===== src/rtl/insn_fetch_ctrl.sv =====
// insn_fetch_ctrl
//   Assembles one 32-bit big-endian instruction from a byte-wide instruction
//   memory with a fixed 1-cycle read latency, then holds it on a valid/ready
//   handshake until consumed.
//
//   Sequence per fetch: ISSUE x4 (one byte request per cycle, cnt 0..3),
//   LAST (final byte arrives), VALID (instruction offered to the consumer).
//
// Ports
//   clk, reset          clock, synchronous active-high reset
//   mem_rd_en, mem_addr byte read request to instruction memory
//   mem_rdata           byte returned one cycle after the request
//   redirect/_pc        flush and restart at redirect_pc (word aligned)
//   insn_valid/_ready   instruction handshake
//   insn, insn_pc       assembled instruction and its address
module insn_fetch_ctrl #(
  parameter logic [63:0] RESET_PC = 64'h0
) (
  input  logic        clk,
  input  logic        reset,
  output logic        mem_rd_en,
  output logic [63:0] mem_addr,
  input  logic [7:0]  mem_rdata,
  input  logic        redirect,
  input  logic [63:0] redirect_pc,
  output logic        insn_valid,
  input  logic        insn_ready,
  output logic [31:0] insn,
  output logic [63:0] insn_pc
);

  typedef enum logic [1:0] {ISSUE, LAST, VALID} state_t;

  state_t      state, state_nxt;
  logic [1:0]  cnt, cnt_nxt;
  logic [63:0] pc, pc_nxt;
  logic [31:0] insn_q;

  // cnt parks at 3 after the last request, so the address simply holds
  // pc+3 through LAST and VALID without extra muxing.
  assign mem_addr = pc + {62'd0, cnt};
  assign insn     = insn_q;
  assign insn_pc  = pc;

  always_comb begin
    state_nxt  = state;
    cnt_nxt    = cnt;
    pc_nxt     = pc;
    mem_rd_en  = 1'b0;
    insn_valid = 1'b0;
    case (state)
      ISSUE: begin
        mem_rd_en = 1'b1;
        if (cnt == 2'd3) state_nxt = LAST;
        else             cnt_nxt   = cnt + 2'd1;
      end
      LAST:  state_nxt = VALID;
      VALID: begin
        insn_valid = 1'b1;
        if (insn_ready) begin
          state_nxt = ISSUE;
          cnt_nxt   = 2'd0;
          pc_nxt    = pc + 64'd4;
        end
      end
      default: state_nxt = ISSUE;
    endcase
    // Redirect overrides any handshake in the same cycle; the offered
    // instruction is treated as consumed and pc+4 is never fetched.
    if (redirect) begin
      state_nxt = ISSUE;
      cnt_nxt   = 2'd0;
      pc_nxt    = {redirect_pc[63:2], 2'b00};
    end
  end

  always_ff @(posedge clk) begin
    if (reset) begin
      state  <= ISSUE;
      cnt    <= 2'd0;
      pc     <= RESET_PC;
      insn_q <= 32'h0;
    end else begin
      state <= state_nxt;
      cnt   <= cnt_nxt;
      pc    <= pc_nxt;
      // mem_rdata carries the byte requested last cycle: in ISSUE with
      // cnt=n that is byte n-1; in LAST it is byte 3. A redirect may leave
      // stale bytes here, but every byte is rewritten before VALID.
      if (state == ISSUE) begin
        case (cnt)
          2'd1:    insn_q[31:24] <= mem_rdata;
          2'd2:    insn_q[23:16] <= mem_rdata;
          2'd3:    insn_q[15:8]  <= mem_rdata;
          default: ;
        endcase
      end else if (state == LAST) begin
        insn_q[7:0] <= mem_rdata;
      end
    end
  end

endmodule


===== config.mk =====
export PLATFORM = sky130hd
export DESIGN_NAME = insn_fetch_ctrl
export DESIGN_NICKNAME = d
export VERILOG_FILES = /design/src/rtl/insn_fetch_ctrl.sv
export SDC_FILE = /design/constraint.sdc
export NUM_CORES = 1
export LEC_CHECK = 0
export ABC_AREA = 1
export CORE_MARGIN = 2
export CORE_UTILIZATION = 46
export CTS_CLUSTER_SIZE = 20
export DETAILED_ROUTE_END_ITERATION = 8
export GPL_TIMING_DRIVEN = 0
export PLACE_DENSITY = 0.91
export REMOVE_ABC_BUFFERS = 1
export SLEW_MARGIN = 15
export SYNTH_ARGS = -nofsm -noshare
export SYNTH_HDL_FRONTEND = slang
export SYNTH_SLANG_ARGS = --single-unit
export TNS_END_PERCENT = 50

===== constraint.sdc =====
create_clock -name clk -period 2.1 [get_ports clk]
set_input_delay 0.21 -clock clk [delete_from_list [all_inputs] [get_ports clk]]
set_output_delay 0.21 -clock clk [all_outputs]
set_load 0.01 [all_outputs]

---- Word-level counts from Yosys, hierarchy flattened ----
Cells that the tools add are included.
Widths: inputs -> output; s select.
storage, ports and cells
  bits in registers ....................... 100
  input port bits ......................... 76
  output and inout port bits .............. 162
  word-level logic and storage cells ...... 43
cells by class
  add/sub/neg operators ................... 3
  eq/ne operators ......................... 8
  multiplexer cells ....................... 10
  bitwise gates (word level) .............. 1
  reduce and logical (&&, ||, !) cells .... 13
operators by type and width
  cell                   count
  $mux 64                3
  $add 64x2->64          1
  $add 64x3->64 const B  1
  $reduce_and 2->1       7
  $eq 2x2->1 const B     3
  $mux 2                 3
  $ne 2x2->1 const B     3
  $pmux 2 s3             1
  $reduce_bool 2->1      3
  $eq 2x1->1 const B     2
  $pmux 2 s2             1
  $reduce_and 3->1       1
  $add 2x1->2 const B    1
  $logic_not 2->1        1
  $mux 1                 2
  $reduce_or 2->1        1
  $not 1->1              1

---- Longest topological paths before layout ----
Gate-level depths: netlist (run 1).
  word-level depth ........................ 4
  gate-level depth with buffers ........... 12
  mapped depth without buffers ............ 12

---- Worst setup path before layout (run 1) ----
OpenSTA, ideal clock, no wires.
  path type ............................... register to register
  from .................................... reg pc[3], in the netlist insn_pc[3]
  to ...................................... reg pc[56], in the netlist insn_pc[56]
  library setup time ...................... 134 ps
  data arrival time ....................... 1539 ps
  data required time ...................... 1966 ps
  slack ................................... 427 ps
  cell stages (with the launch flop) ...... 11
  period minus slack after synthesis ...... 1673 ps
  path through ............................ dfxtp_1 -> ha_1 -> nand2_2 -> nor2_4 -> nand2_1 -> nor2_4 -> nand2_1 -> o21ai_0 -> nand3_1 -> nand2_1 -> a21oi_1
between the ends
  word-level cells in the longest chain between the ends .. 4
ends and longest elaborated chain
  what                      RTL line  RTL
  start: declaration        36        logic [63:0] pc, pc_nxt;
  start signal: assignment  86        pc <= pc_nxt;
  $add 64x3->64             63        pc_nxt = pc + 64'd4;
  $mux 64                   60        if (insn_ready) begin
  $mux 64                   51        case (state)
  $mux 64                   70        if (redirect) begin
Every way passes these cells. The select of a mux whose other input is x is not followed.
A chain may end at the register's enable or synchronous reset.

---- Final worst setup path (run 1) ----
  from .................................... reg pc[2], in the netlist insn_pc[2]
  to ...................................... reg pc[60], in the netlist insn_pc[60]
The elaborated chain is that of the path after synthesis.

==> results.txt, run 1 <==
Outcome: finished clean
Core Box Area: 0.0139 mm²
Adder-cell share of the synthesized area: 0.00766
Unrepaired setup endpoints after global routing: false
Synth unique cells: 34
Main synth FF type: dfxtp_1
Worst Reg-to-Reg Cells: 9
Crit end category: register
Ys async rst share: 0
FF-to-FF Start: insn_pc[2]
Final Routed Wirelength: 22.5 mm
Number of DRC markers in iteration 0: 953
Synth Warn #: 0
H-Tree Level Count: 3
Post-synthesis mux area share: 0
Slew Viols, Final: 0
Final Hold Fails: 0
Post-synth EDFFs: 0
Final worst-path cycle share: 0.954
Worst Setup Start Kind: register
Final net count: 1322
Reg clk slew, reported paths: 0.08 ns
Clk_lat worst skew: 0.36 ns
CTS Buf Count: 9
Worst-path fanout max: 6
Top post-synthesis cells by count: nand2_1, nor2_1, dfxtp_1, inv_1, buf_4
Longest Clk Path Bufs: 2
All-Layer GR Usage: 0.290
Largest net degree at the start of global routing: 75
Post-synthesis compound-gate area fraction: 0.140
Worst hold path endpoint: insn_pc[19]
Hold path cells: 2
Area leader, netlist: dfxtp_1
Max cap viols: 0
Post-place setup slack: -0.628 ns
F_max: 499 MHz
PD cells: 535 mW/mm²
Final GP Congestion: 0.899
Synth area leaders: dfxtp_1, nand2_1, nor2_1, buf_4, inv_1
# fillers: 1246
Min-delay src: reset
WS Path Type: reg2reg
Multi-input combinational cell area: 0.00362 mm²
Post-synthesis simple-gate area fraction: 0.401
DR vias: 7780
Main combinational cell family by area after synthesis: simple AND/OR/NAND/NOR gates
Wire per inst: 15.8 µm
Synth Area in XOR/XNOR: 0
Die Y: 123 µm
DRC: 0
Most frequent cell after synthesis: nand2_1
Clk root buf: clkbuf_16
CTS tree: done
Antenna viol nets, final: 0
Final design utilization: 0.641
IO Port Bufs: 233
Via-per-instance ratio: 5.45
Antenna cells: 0
Yosys top cell area share: 0.300
Die area: 0.0152 mm²
# setup viols final: 0
Area of the mapped netlist: 0.00654 mm²
Tmin final: 2.00 ns
Pleak: 3.38 nW
WHS: 0.320 ns
Hold WC Path Type: in2reg
Num Clock Sinks: 98
Max VDD drop: 0.446 mV
Avg Cell Area, Syn: 5.99 µm²
Worst Path Required: 2.39 ns
Register area: 0.00196 mm²
Syn-to-layout area delta: 36.0%
Max transition margin: 0.312
Hpwl dp: 17.0 mm
Synth Register Bits: 98
Post-CTS Setup Inserts: 0
R2R setup slack: 0.1 ns
Initial DRT Pass Iterations: 6
Num rows: 43
Layout cells sized above 1: 0.0409
Grt ovf: 0
Crit Reg-Reg Endpoint: insn_pc[60]
Setup Skew: 0.0108 ns
First-pass GRT wire length: 34.5 mm
Register area share after synthesis: 0.300
Slew @ Worst Pin: 1.03 ns
CP arrival: 2.30 ns
DIE WIDTH: 123 µm
Number of global-route vias before repair: 7028
Post-Syn Instances: 1091
Initial antenna violation count: 0
Initial Util: 0.471
Setup TNS: 0 ns
IO Pins: 238
Final WS setup: 0.0956 ns
[worst max path at each step]
stage,startpoint,to,slack [ns],cells after the start
3_3_place_gp,redirect,insn_pc[10],-4.27,5
3_5_place_dp,insn_ready,insn_pc[19],-0.63,7
4_1_cts,insn_pc[3],insn_pc[60],0.08,9
6_report,insn_pc[2],insn_pc[60],0.1,9
2_1_floorplan,state[0],insn_pc[10],-1.34,7
5_1_grt,insn_pc[21],insn_pc[53],0.01,9
[report_power, final]
part | internal [W] | switching (W) | total, W | leakage [nW]
Combinational | 0.000513 | 0.000426 | 0.000939 | 2.43
Clock | 0.000853 | 0.000860 | 0.00171 | 0.150
Sequential | 0.00195 | 0.000157 | 0.00211 | 0.804
[cells in the final DEF, fill, tap and decap left out, drive strengths merged, types with 2 or more instances in the layout]
cell type and instances:
nand2 288, nor2 263, clkdlybuf4s50 231, dfxtp 98, inv 98, nand3 60
o21ai 58, a21oi 46, o211ai 23, nor3 14, a31oi 13, clkbuf 9
nand4 7, a22oi 7, buf 6, o311ai 5, ha 4, clkinv 4
nor4 3, a211oi 3, nand3b 2, conb 2
[cell type report]
class	instances	area share
clock buffer	9	0.0253
clock inverter	7	0.00915
inverter	95	0.0404
multi-input combinational	801	0.407
sequential	98	0.221
tap	180	0.0253
timing repair buffer	237	0.272
[sequential cells by signal, indices dropped and copies added (netlist names)]
name / flops
cnt: 2
insn: 32
insn_pc: 62
state: 2
[per-layer routing]
layer  up-vias  part of all wire  routed length [µm]  track usage
met1      3547              0.39                8760        0.361
met3        60              0.11                2420       0.0696
met2       441              0.47               10700        0.478
met4         0             0.029                 660        0.119
met5         -                 0                   0            0
li1       3732                 -                   -            -
[through the flow]
step | std cells | total power [W] | area [µm²]
final | 1427 | 0.00476 | 8890
after global routing | 1427 | 0.00495 | 8890
after CTS | 1426 | 0.00475 | 8880
after detailed placement | 1410 | 0.00307 | 8560
after global placement | 1406 | 0.00305 | 8470
after floorplan | 993 | 0.00246 | 5910
[critical path, stage by stage, from the launching register on]
cell and delay [ns]:
dfxtp_2 0.40, ha_1 0.23, nand2_2 0.11, nor2_4 0.19, nand3_1 0.21, nor2_1 0.38, nand3_1 0.13, nand3_1 0.11
nand2_1 0.06, a21oi_1 0.11
[logic make-up after synthesis]
logic type      Yosys count
compound gates          157
fa+ha+maj                 4
buf+inv                 194
flops                    98
simple gates            637
other cells               1
[repair_timing]
action | 4_1_cts | 5_1_grt
resized for setup | 2 | 4
endpoints found under the setup margin | 14 | 10
pin swaps | 0 | 1
hold buffers | 0 | 0
gates cloned | 0 | 1
Power figures use the tool's default switching activity.
==> run 2, diff against run 1 <==
- CORE_UTILIZATION: 46 -> 49
- PLACE_DENSITY: 0.91 -> 0.95
- SLEW_MARGIN: 15 -> 5
- clock period: 2.1 -> 2.4 ns (I/O delays scaled with it)
==> run 2 against run 1 <==
Non-clock buffer count fell by 1. Register-to-register slack gained 0.20 ns. Worst setup slack better by 0.20 ns. Sequential share of layout area rose by 0.11 points. Sequential power fell by 12%. First-iteration DRC count down 15%. Core utilization rose by 3.2 points. Flip-flop and latch count is the same. Critical path depth is the same. Global-route usage increased by 2.3 points. Combinational power fell by 13%. Highest routed layer unchanged.
==> results.txt, run 2 (same netlist as run 1, synthesis figures left out) <==
Outcome: finished clean
H-Tree Level Count: 3
Worst path max stage delay: 0.47 ns
Hold path cells: 2
Initial antenna violation count: 0
Longest Clk Path Bufs: 2
Hpwl dp: 17.0 mm
Crit-path cells: buf_2, buf_12, inv_6, nand4_1, nor2_1, inv_1, nor2_1, a22oi_1, a21oi_1
Initial DRT Pass Iterations: 6
Num Clock Sinks: 98
Final worst-path cycle share: 0.879
# hold bufs at CTS: 0
WS Path Type: in2reg
R2R setup slack: 0.30 ns
Slew @ Worst Pin: 1.08 ns
Max cap viols: 0
Hold WC Path Type: in2reg
Tmin final: 2.11 ns
FF-to-FF Start: state[0]
CP arrival: 2.40 ns
Final net count: 1320
Die Y: 120 µm
DIE WIDTH: 120 µm
DRC: 0
Final Routed Wirelength: 22.7 mm
Commonest cells after routing, fill and taps aside: nand2_1, nor2_1, clkdlybuf4s50_1
CP top delay family: buffers and inverters
Max transition margin: 0.281
Slew Viols, Final: 0
Unrepaired setup endpoints after global routing: false
Worst Reg-to-Reg Cells: 8
Clk root buf: clkbuf_16
Crit end category: register
Wire per inst: 16.0 µm
Die area: 0.0143 mm²
Final WS setup: 0.291 ns
Core Box Area: 0.0131 mm²
Clk_lat worst skew: 0.37 ns
Final Hold Fails: 0
Setup Skew: 0.00761 ns
IO Pins: 238
Largest net degree at the start of global routing: 90
Reg clk slew, reported paths: 0.08 ns
Worst hold path endpoint: insn_pc[19]
Pleak: 3.36 nW
Worst Path Required: 2.69 ns
WP buf/inv: 4
Max FFs per register: 62
Most common cell after layout, fill and taps aside: nand2_1
# setup viols final: 0
Syn-to-layout area delta: 35.2%
Most common cell on crit path: nor2_1
PD cells: 471 mW/mm²
F_max: 474 MHz
Max VDD drop: 0.439 mV
CTS Buf Count: 9
Number of global-route vias before repair: 7184
Worst-path fanout max: 89
Via-per-instance ratio: 5.47
Antenna cells: 0
Initial Util: 0.498
IO Port Bufs: 233
Number of DRC markers in iteration 0: 811
Layout cells sized above 1: 0.0361
Num rows: 42
Final GP Congestion: 0.979
All-Layer GR Usage: 0.313
Crit Reg-Reg Endpoint: insn_pc[26]
DR vias: 7770
Final design utilization: 0.673
Worst Setup Start Kind: primary input
First-pass GRT wire length: 36.1 mm
Antenna viol nets, final: 0
Post-place setup slack: -0.416 ns
Fin cells: 1421
Grt ovf: 0
Dpl cells: 1405
CTS tree: done
# fillers: 1112
Min-delay src: reset
Crit-path slowest cell: inv_6
run 2: changes by cell type in the layout (fill, tap and decap cells not counted), sizes merged:
cell and delta:
nor2 -1, buf -1
run 2: final cells by class:
| class | instances | area (µm²) | share of cell area |
|---|---|---|---|
| Clock inverter | 7 | 76.3 | 0.00864 |
| Timing Repair Buffer | 236 | 2380 | 0.270 |
| Inverter | 95 | 362 | 0.0409 |
| Tap cell | 176 | 220 | 0.0249 |
| Multi-Input combinational cell | 800 | 3610 | 0.408 |
| Clock buffer | 9 | 225 | 0.0255 |
| Sequential cell | 98 | 1960 | 0.222 |
run 2: how the worst max path moves through the flow:
stage,start,endpoint,slack (ns),depth (start not counted)
global route,insn_pc[2],insn_pc[44],0.13,9
global placement,redirect,insn_pc[10],-3.89,5
CTS,state[0],insn_pc[19],0.13,9
finish,redirect,insn_pc[26],0.29,9
detailed placement,insn_ready,insn_pc[19],-0.42,7
floorplan,state[0],insn_pc[10],-1.04,7
run 2: metrics by stage:
step           TNS (ns)  hold slack, ns  cell area (µm²)  total power, W
3_5_place_dp      -2.86           0.471             8520         0.00268
6_report              0           0.340             8840         0.00416
4_1_cts               0           0.324             8830         0.00414
2_1_floorplan    -38.07           0.302             5910         0.00215
5_1_grt               0           0.367             8840         0.00431
3_3_place_gp    -241.92           0.461             8460         0.00266
run 2: metal layers:
| metal | routed length [µm] | global-route usage | vias to the layer above |
|---|---|---|---|
| met2 | 10700 | 0.513 | 431 |
| met3 | 2130 | 0.0661 | 66 |
| met4 | 782 | 0.138 | 0 |
| met5 | 0 | 0 | - |
| li1 | - | - | 3724 |
| met1 | 9090 | 0.397 | 3549 |
run 2: worst register-to-register path, delay by kind of cell (launching register included):
family,cells,cell delay (ns)
AO/OA/AOI/OAI,2,0.26
buffers and inverters,2,0.36
flip-flops,1,0.34
AND/OR/NAND/NOR,4,1.00
run 2: what timing repair did:
action	4_1_cts	5_1_grt
resized for setup	1	2
buffers inserted	0	0
endpoints found under the setup margin	8	3
run 2: report_power, final:
group	switching (W)	internal [W]
registers	0.000139	0.00171
clock network	0.000756	0.000743
logic	0.000374	0.000443
total	0.00127	0.00289
